File: src/rtl/mem_bus_if.sv
// MEM-stage to Wishbone-classic bridge: one outstanding access at a time,
// with a bounded ack wait, flush abort and a hold-off state while the pipeline stays stalled.
module mem_bus_if #(
   parameter int TIMEOUT_CYCLES = 255
) (
   input  logic        clk,
   input  logic        rst,
   input  logic [5:0]  stall_i,
   input  logic        flush_i,
   input  logic        cpu_ce_i,
   input  logic        cpu_we_i,
   input  logic [31:0] cpu_addr_i,
   input  logic [3:0]  cpu_sel_i,
   input  logic [31:0] cpu_data_i,
   output logic [31:0] cpu_data_o,
   output logic        stallreq_o,
   output logic        wb_cyc_o,
   output logic        wb_stb_o,
   output logic        wb_we_o,
   output logic [31:0] wb_adr_o,
   output logic [3:0]  wb_sel_o,
   output logic [31:0] wb_dat_o,
   input  logic [31:0] wb_dat_i,
   input  logic        wb_ack_i,
   output logic        bus_err_o
);

   typedef enum logic [1:0] {IDLE, BUSY, WAIT_STALL} state_t;

   typedef struct packed {
      logic        we;
      logic [31:0] adr;
      logic [3:0]  sel;
      logic [31:0] dat;
   } wb_req_t;

   localparam logic [7:0] TO_LAST = 8'(TIMEOUT_CYCLES - 1);

   state_t      state_q, state_d;
   wb_req_t     req_q, req_d;
   logic        cyc_q, cyc_d;
   logic [7:0]  cnt_q, cnt_d;
   logic [31:0] rd_buf_q, rd_buf_d;
   logic        err_q, err_d;
   logic        timeout;
   logic        mem_stall;

   // Only the MEM-stage hold bit matters to this block.
   logic unused_stall;
   assign unused_stall = ^{stall_i[5], stall_i[3:0]};
   assign mem_stall    = stall_i[4];

   // NOTE: every signal gets a default first so no path leaves one unassigned (no latches).
   always_comb begin
      state_d    = state_q;
      req_d      = req_q;
      cyc_d      = cyc_q;
      cnt_d      = cnt_q;
      rd_buf_d   = rd_buf_q;
      err_d      = 1'b0;
      timeout    = 1'b0;
      stallreq_o = 1'b0;
      cpu_data_o = rd_buf_q;

      case (state_q)
         IDLE: begin
            if (cpu_ce_i && !flush_i) begin
               stallreq_o = 1'b1;
               cyc_d      = 1'b1;
               req_d      = '{we: cpu_we_i, adr: cpu_addr_i, sel: cpu_sel_i, dat: cpu_data_i};
               cnt_d      = '0;
               state_d    = BUSY;
            end
         end
         BUSY: begin
            if (wb_ack_i && !req_q.we)
               cpu_data_o = wb_dat_i;
            if (flush_i) begin
               cyc_d   = 1'b0;
               req_d   = '0;
               state_d = IDLE;
            end else if (wb_ack_i) begin
               cyc_d   = 1'b0;
               req_d   = '0;
               if (!req_q.we)
                  rd_buf_d = wb_dat_i;
               state_d = mem_stall ? WAIT_STALL : IDLE;
            end else if (cnt_q == TO_LAST) begin
               timeout  = 1'b1;
               cyc_d    = 1'b0;
               req_d    = '0;
               rd_buf_d = '0;
               err_d    = 1'b1;
               state_d  = IDLE;
            end else begin
               cnt_d = cnt_q + 8'd1;
            end
            stallreq_o = !wb_ack_i && !timeout;
         end
         WAIT_STALL: begin
            if (flush_i || !mem_stall)
               state_d = IDLE;
         end
         default: state_d = IDLE;
      endcase

      if (rst)
         stallreq_o = 1'b0;
   end

   // NOTE: sequential state uses non-blocking assignments so all registers update together.
   always_ff @(posedge clk) begin
      if (rst) begin
         state_q  <= IDLE;
         req_q    <= '0;
         cyc_q    <= 1'b0;
         cnt_q    <= '0;
         rd_buf_q <= '0;
         err_q    <= 1'b0;
      end else begin
         state_q  <= state_d;
         req_q    <= req_d;
         cyc_q    <= cyc_d;
         cnt_q    <= cnt_d;
         rd_buf_q <= rd_buf_d;
         err_q    <= err_d;
      end
   end

   assign wb_cyc_o  = cyc_q;
   assign wb_stb_o  = cyc_q;
   assign wb_we_o   = req_q.we;
   assign wb_adr_o  = req_q.adr;
   assign wb_sel_o  = req_q.sel;
   assign wb_dat_o  = req_q.dat;
   assign bus_err_o = err_q;

endmodule

File: config.mk
export PLATFORM = sky130hd
export DESIGN_NAME = mem_bus_if
export DESIGN_NICKNAME = d
export VERILOG_FILES = /design/src/rtl/mem_bus_if.sv
export SDC_FILE = /design/constraint.sdc
export NUM_CORES = 1
export LEC_CHECK = 0
export ABC_AREA = 1
export CORE_UTILIZATION = 42
export DETAILED_ROUTE_END_ITERATION = 16
export GPL_TIMING_DRIVEN = 0
export PLACE_DENSITY = 0.81
export SETUP_SLACK_MARGIN = 0.2
export SLEW_MARGIN = 20
export SYNTH_ARGS = -nofsm -noshare
export SYNTH_HDL_FRONTEND = slang
export SYNTH_SLANG_ARGS = --single-unit
File: constraint.sdc
create_clock -name clk -period 1.6 [get_ports clk]
set_input_delay 0.32 -clock clk [delete_from_list [all_inputs] [get_ports clk]]
set_output_delay 0.32 -clock clk [all_outputs]
set_load 0.01 [all_outputs]
Yosys cells after proc, flatten, opt, wreduce, memory -nomap -nowiden
Index checks and enable logic that the tools add are counted.
- reduce and logical (&&, ||, !) cells: 17
- shift operators: 0
- add/subtract/negate cells: 1
- $mul: 0
- eq/ne operators: 10
- divide/modulo/power cells: 0
- muxes and demuxes: 34
- bitwise operators: 2
- order comparisons: 0
- operators with widths (operator ; count):
    69-bit 2-to-1 mux ; 4
    32-bit 2-to-1 mux ; 5
    69-bit one-hot mux with 2 select lines ; 1
    8-bit 2-to-1 mux ; 4
    8-bit one-hot mux with 2 select lines ; 1
    2-bit 2-to-1 mux ; 6
    2-bit inequality test (second input constant) ; 6
    1-bit 2-to-1 mux ; 10
    8-bit by 1-bit adder with 8-bit output (second input constant) ; 1
    8-bit == test (second input constant) ; 1
    2-bit one-hot mux with 3 select lines ; 1
    3-bit AND reduction ; 2
    1-bit logical NOT ; 5
    5-bit AND reduction ; 1
    4-bit inequality test (second input constant) ; 1
    1-bit one-hot mux with 2 select lines ; 2
    4-bit AND reduction ; 1
    2-bit nonzero test ; 2
    1-bit logical AND ; 3
    2-bit by 1-bit == test with 1-bit output (second input constant) ; 1
    2-bit == test (second input constant) ; 1
    2-bit logical NOT ; 1
    1-bit NOT ; 2
    2-bit OR reduction ; 1
    1-bit logical OR ; 1
- word-level logic and storage cells: 73
- bits in read-only memories: 0
- register bits: 113
- memories kept: 0
- latch bits: 0
- memory bits (writable): 0

Depth between registers and ports, before layout
Gate-level depths: netlist (run 1).
- depth after elaboration: 9
- mapped depth: 11

Worst setup path after synthesis (run 1)
Ideal clock, no wire load.
- path type: register -> output
- from: register state_q[1]
- to: output cpu_data_o[10]
- data arrival time: 1.246 ns
- slack: 0.034 ns
- stages on the path, launching flop included: 9
- data required time: 1.280 ns
- cells stage by stage: dfxtp_1 > inv_2 > nand2_4 > inv_1 > nand3b_1 > buf_4 > buf_2 > nor2_1 > a21oi_1
- longest elaborated chain between the ends: 2
- RTL lines (element ; line ; text):
    start, declared ; 39 ; state_t state_q, state_d;
    start signal, assigned ; 121 ; state_q <= state_d;
    2-bit by 1-bit == test with 1-bit output ; 65 ; case (state_q)
    32-bit 2-to-1 mux ; 65 ;
    end, declared ; 15 ; output logic [31:0] cpu_data_o,
Every way passes these cells.

Worst setup path in the final report (run 1)
- from: register state_q[1]
- to: output cpu_data_o[16]
The elaborated chain is that of the path after synthesis.

==> results.ini, run 1 <==
[status]
status=finished, violations left
violations=setup timing

[sta]
worstMarginPinSlew_ps=738
rsz0062_at_grt=yes
period_share_pct=136
min_period_ps=2180
max_freq_ghz=0.458
relSlewSlack_pct=50.8
setup_ws_ps=-582
skew_ps=8.20
finalMaxSlewViolations=0
holdWs_ps=460
hold_violations=0
finalSetupViolCount=90

[die]
fp.dieArea_um2=11900
ios=217
start_util_pct=43.7
die_y_um=109
num_rows=38
die_w_um=109
design.core.area_um2=11000

[setup_path]
arrival_ps=1860
r2r_cells=10
required_ps=1280
worstSetupStartpointType=flop
critPathMaxFanout=5
r2r_slack_ps=-180
r2r_end=rd_buf_q[17]
r2r_start=state_q[1]
critPathCaptureType=primary output
crit_type=reg -> out

[logic_synthesis]
synth_nets=776
yosysSeqAreaShare_pct=46.9
syn-instance-count=662
syn_avg_cell_area_um2=7.29
synth_cell_types=25
synthTopCellsByArea=dfxtp_1 47%, a21oi_1 15%, nand3_1 12%
yosys_warnings=0
yosys.area.top_type=dfxtp_1
synth_seq_cells=113
netlist_area_um2=4820
synth_top_area_share_pct=46.9

[global_routing]
grtUsageMet3_pct=9.86
grt_use_met2_pct=56.4
first_global_vias=5926
antenna_found_initial=0
grt_usage_pct=31.6
grt_max_degree=17
use_met1_pct=32.8
gr-total-overflow=0
grt-busiest-layer=met2
grt_pass1_wl_um=28500

[cts]
cts_num_sinks=113
cts_root_buffer=clkbuf_16
clk_pin_slew_worst_paths_ps=60
cts_buffers=17
cts_max_level=4
cts_tree=yes
ctsHoldBuffers=0
cts.path.max_buffers=2
worstSkewPairLatency_ps=420

[drt]
vias=6058
via_per_inst=5.54
wl_per_cell_um=18.9
wl_um=20700
drtAntennaViolNets=0
drc_errors=0
drt_iter0_markers=437
drtPass1Iterations=5

[placed_design]
pre_cts_ws_ps=-1020
gp_congestion=0.837
port_buffers=210
dp_hpwl_um=12000

[min_path]
worstHoldStart=wb_sel_o[3]
min_path_cells=2
hold_class=reg -> reg
min_to=wb_sel_o[3]

[job]
drv_cap=0

[final_layout]
multi_input_area_um2=3150
antenna_cells=0
drive_gt1_share_pct=40.1
fillers=579
seqCellArea_um2=2280
nNetsFinal=1055
syn2layout_area_growth_pct=94.7
final_util_pct=85.1

[power]
leakage_nw=3.63
vdd_drop_max_mv=0.727
finalPower_mw=8.10
p_per_area_nw_per_um2=862

[flip-flops by register name, summed over array words and instances, names as in the netlist]
register	flops
bus_err_o	1
cnt_q	8
rd_buf_q	32
state_q	2
wb_adr_o	32
wb_cyc_o	1
wb_dat_o	32
wb_sel_o	4
wb_we_o	1
[cells by family (layout without fill, tap and decap cells)]
kind of cell	Yosys count	in the layout	share of synthesized area, %
compound gates	146	146	15.5
fa+ha+maj	2	2	0.519
buf+inv	101	392	9.57
flops	113	113	46.9
simple gates	300	301	27.5
[how the worst max path moves through the flow]
stage | end | start | slack, ps
2_1_floorplan | cpu_data_o[23] | state_q[1] | 140
3_3_place_gp | cpu_data_o[0] | wb_ack_i | -990
3_5_place_dp | cpu_data_o[0] | wb_ack_i | -1020
4_1_cts | cpu_data_o[0] | state_q[1] | -550
5_1_grt | cpu_data_o[16] | state_q[1] | -650
6_report | cpu_data_o[16] | state_q[1] | -580
[where the power goes]
part	total, mW	switching, mW	internal, mW
sequential	2.99	0.0724	2.92
combinational	1.43	0.712	0.715
clock	3.68	1.36	2.32
total	8.10	2.14	5.95
[cell type report]
cell class	count	share of cell area [%]
Timing Repair Buffer	259	27.3
Clock buffer	19	4.72
Sequential cell	113	24.3
Inverter	50	2.08
Buffer	51	4.81
Multi-Input combinational cell	449	33.5
Tap cell	140	1.87
Clock inverter	13	1.47
[through the flow]
| step | instance area (um^2) | std cells | TNS [ps] |
|---|---|---|---|
| finish | 9390 | 1094 | -20460 |
| global route | 9390 | 1094 | -27550 |
| CTS | 8810 | 1083 | -15530 |
| detailed placement | 7460 | 1012 | -72500 |
| global placement | 7460 | 1012 | -68520 |
| floorplan | 5180 | 662 | 0 |
[critical path, stage by stage, from the launching register on]
cell and delay, ps:
dfxtp_4 350, inv_4 50, nand2_4 50, inv_4 50, nand3b_1 100, buf_4 160
buf_6 120, buf_6 120, clkbuf_16 150, a21oi_2 130, buf_2 150
[timing repair]
item / CTS / global route
setup endpoints to repair: 215 / 172
pin swaps: 42 / 23
cloned: 14 / 5
setup buffers: 25 / 6
resized for setup: 408 / 136
[synth_stat cells]
cell	n
a211oi_4	1
a21oi_1	143
buf_1	2
buf_2	18
buf_4	2
buf_6	7
clkbuf_1	22
dfxtp_1	113
ha_1	2
inv_1	47
inv_2	3
nand2_1	130
nand2_2	2
nand2_4	2
nand3_1	114
nand3_4	1
nand3b_1	1
nand4_1	2
nor2_1	42
nor2_2	3
nor3b_1	1
nor4_1	1
o21a_1	1
o21ai_0	1
or2_2	1
[layout by cell type (no fill, tap or decap), types with 7 or more instances in the layout]
cell type,Yosys,routed
inv_1,47,44
nand2_2,2,55
buf_6,7,49
buf_2,18,23
clkbuf_16,0,22
clkdlybuf4s15_1,0,18
a21oi_2,0,68
nand3_2,0,13
dlygate4sd2_1,0,45
clkbuf_2,0,17
nand2_1,130,63
nor2_4,0,25
a21oi_1,143,61
nand3_1,114,95
nand3_4,1,7
clkdlybuf4s50_1,0,103
clkbuf_1,22,16
buf_4,2,16
a21oi_4,0,14
dfxtp_2,0,7
nand2_4,2,13
nor2_1,42,14
dfxtp_1,113,104
buf_8,0,8
[per-layer routing]
layer / share of wire, % / wire [um]
met4: 3.6 / 754
met1: 37 / 7570
met3: 8.4 / 1740
met2: 51 / 10600
met5: 0 / 0
Note: power is estimated with default switching activity, not from simulation.
==> run 2, diff against run 1 <==
==> constraint.sdc (replaced) <==
create_clock -name clk -period 1.6 [get_ports clk]
set_input_delay 0.32 -clock clk [delete_from_list [all_inputs] [get_ports clk]]
set_output_delay 0.32 -clock clk [all_outputs]
set_load 0.05 [all_outputs]
==> results.ini, run 2 (synthesis gave the netlist of run 1 again) <==
[status]
status=finished, violations left
violations=setup timing

[cts]
cts_tree=yes
cts.path.max_buffers=2
cts_root_buffer=clkbuf_16
worstSkewPairLatency_ps=410
cts_max_level=4
clk_pin_slew_worst_paths_ps=60
cts_num_sinks=113
cts_buffers=17
ctsHoldBuffers=0

[sta]
period_share_pct=135
finalMaxSlewViolations=0
hold_violations=0
max_freq_ghz=0.461
min_period_ps=2170
worstMarginPinSlew_ps=825
setup_ws_ps=-567
rsz0062_at_grt=yes
tns_ps=-36190
relSlewSlack_pct=45.0
finalSetupViolCount=143
skew_ps=7.99

[setup_path]
crit_type=reg -> out
required_ps=1280
cp_cell_sequence=inv_2 > nand2_4 > inv_4 > nand3b_1 > buf_6 > buf_8 > clkbuf_16 > nor2_4 > a21oi_4 > buf_8
cp.depth=10
worstSetupStartpointType=flop
crit_buf_inv=6
r2r_cells=12
critPathCaptureType=primary output
arrival_ps=1850
cpMaxStageDelayCell=dfxtp_2
cpLargestDelayFamily=buffers and inverters
cp_slowest_stage_delay_ps=350
cpMostUsedCell=buf_8
critPathMaxFanout=5

[final_layout]
final_util_pct=91.9
antenna_cells=0
seqCellArea_um2=2280
final_common_cell=a21oi_2
final_cells=1084
layout_common_cells=107 x a21oi_2, 106 x nand3_1, 103 x dfxtp_1, 103 x clkdlybuf4s50_1, 85 x nand2_4
multi_input_area_um2=3950
fillers=397
nNetsFinal=1046
syn2layout_area_growth_pct=110
drive_gt1_share_pct=55.4

[die]
fp.dieArea_um2=11900
die_w_um=109
design.core.area_um2=11000
ios=217
num_rows=38
start_util_pct=43.7
die_y_um=109

[min_path]
min_path_cells=2
hold_class=in -> reg

[drt]
via_per_inst=5.75
wl_per_cell_um=21.8
drc_errors=0
vias=6237
drtAntennaViolNets=0
drt_iter0_markers=376
wl_um=23600
drtPass1Iterations=5

[placed_design]
post-place-cells=1012
port_buffers=210
gp_congestion=0.849
dp_hpwl_um=12100

[job]
drv_cap=0

[global_routing]
grt_usage_pct=33.4
antenna_found_initial=0
grt_pass1_wl_um=30300
gr-total-overflow=0
grt_max_degree=17
first_global_vias=6261

[power]
leakage_nw=3.89
p_per_area_nw_per_um2=864
vdd_drop_max_mv=0.834

-- run 2: what timing repair did --
item,4_1_cts,5_1_grt
endpoints found under the hold margin,0,0
endpoints found under the setup margin,214,169
buffers inserted,23,0
resized for setup,814,287
pin swaps,20,14
cloned,15,3
-- run 2: final cells by class --
cell class	count	area share, %
plain buffers	51	4.56
clock buffers	21	4.64
clock inverters	10	1.07
inverters	50	1.88
multi-input cells	449	38.9
flip-flops and latches	113	22.5
well taps	140	1.73
repair buffers	250	24.7
-- run 2: metal layers --
| layer | up-vias | share of wire [%] | global-route usage [%] |
|---|---|---|---|
| met5 | - | 0 | 0 |
| met1 | 3007 | 35 | 33.8 |
| met3 | 111 | 8.0 | 10.7 |
| met4 | 0 | 5.8 | 19.3 |
| met2 | 383 | 51 | 60.1 |
| li1 | 2736 | - | - |
-- run 2: path summary, 6_finish.rpt --
| path | end | slack (ps) | start |
|---|---|---|---|
| max | cpu_data_o[15] | -570 | state_q[1] |
| min | bus_err_o | 450 | flush_i |
| max reg2reg | wb_dat_o[16] | -260 | cnt_q[6] |
| min reg2reg | wb_dat_o[31] | 460 | wb_dat_o[31] |
-- run 2: stage by stage --
step / cell area, um^2 / hold WS [ps] / setup slack, ps / power [mW]
2_1_floorplan: 5290 / 399 / 4.58 / 3.88
6_report: 10100 / 450 / -567 / 8.76
3_3_place_gp: 7570 / 446 / -1230 / 4.48
3_5_place_dp: 7570 / 452 / -1260 / 4.51
5_1_grt: 10100 / 467 / -620 / 8.98
4_1_cts: 9030 / 427 / -474 / 8.40
-- run 2: worst reg2reg max path: stages (launching register included) --
cell,delay (ps)
dfxtp_1,370
nand2_1,120
nor2_4,150
nand2_2,90
buf_6,120
buf_6,100
buf_6,120
nand3_4,110
buf_12,140
nand2_8,90
clkbuf_16,210
nand2_4,70
a21oi_2,50
-- run 2: power breakdown --
group | leakage, nW | internal [mW] | switching, mW
logic | 2.69 | 0.807 | 1.18
registers | 0.924 | 2.92 | 0.109
clock network | 0.281 | 2.39 | 1.36
total | 3.89 | 6.12 | 2.65
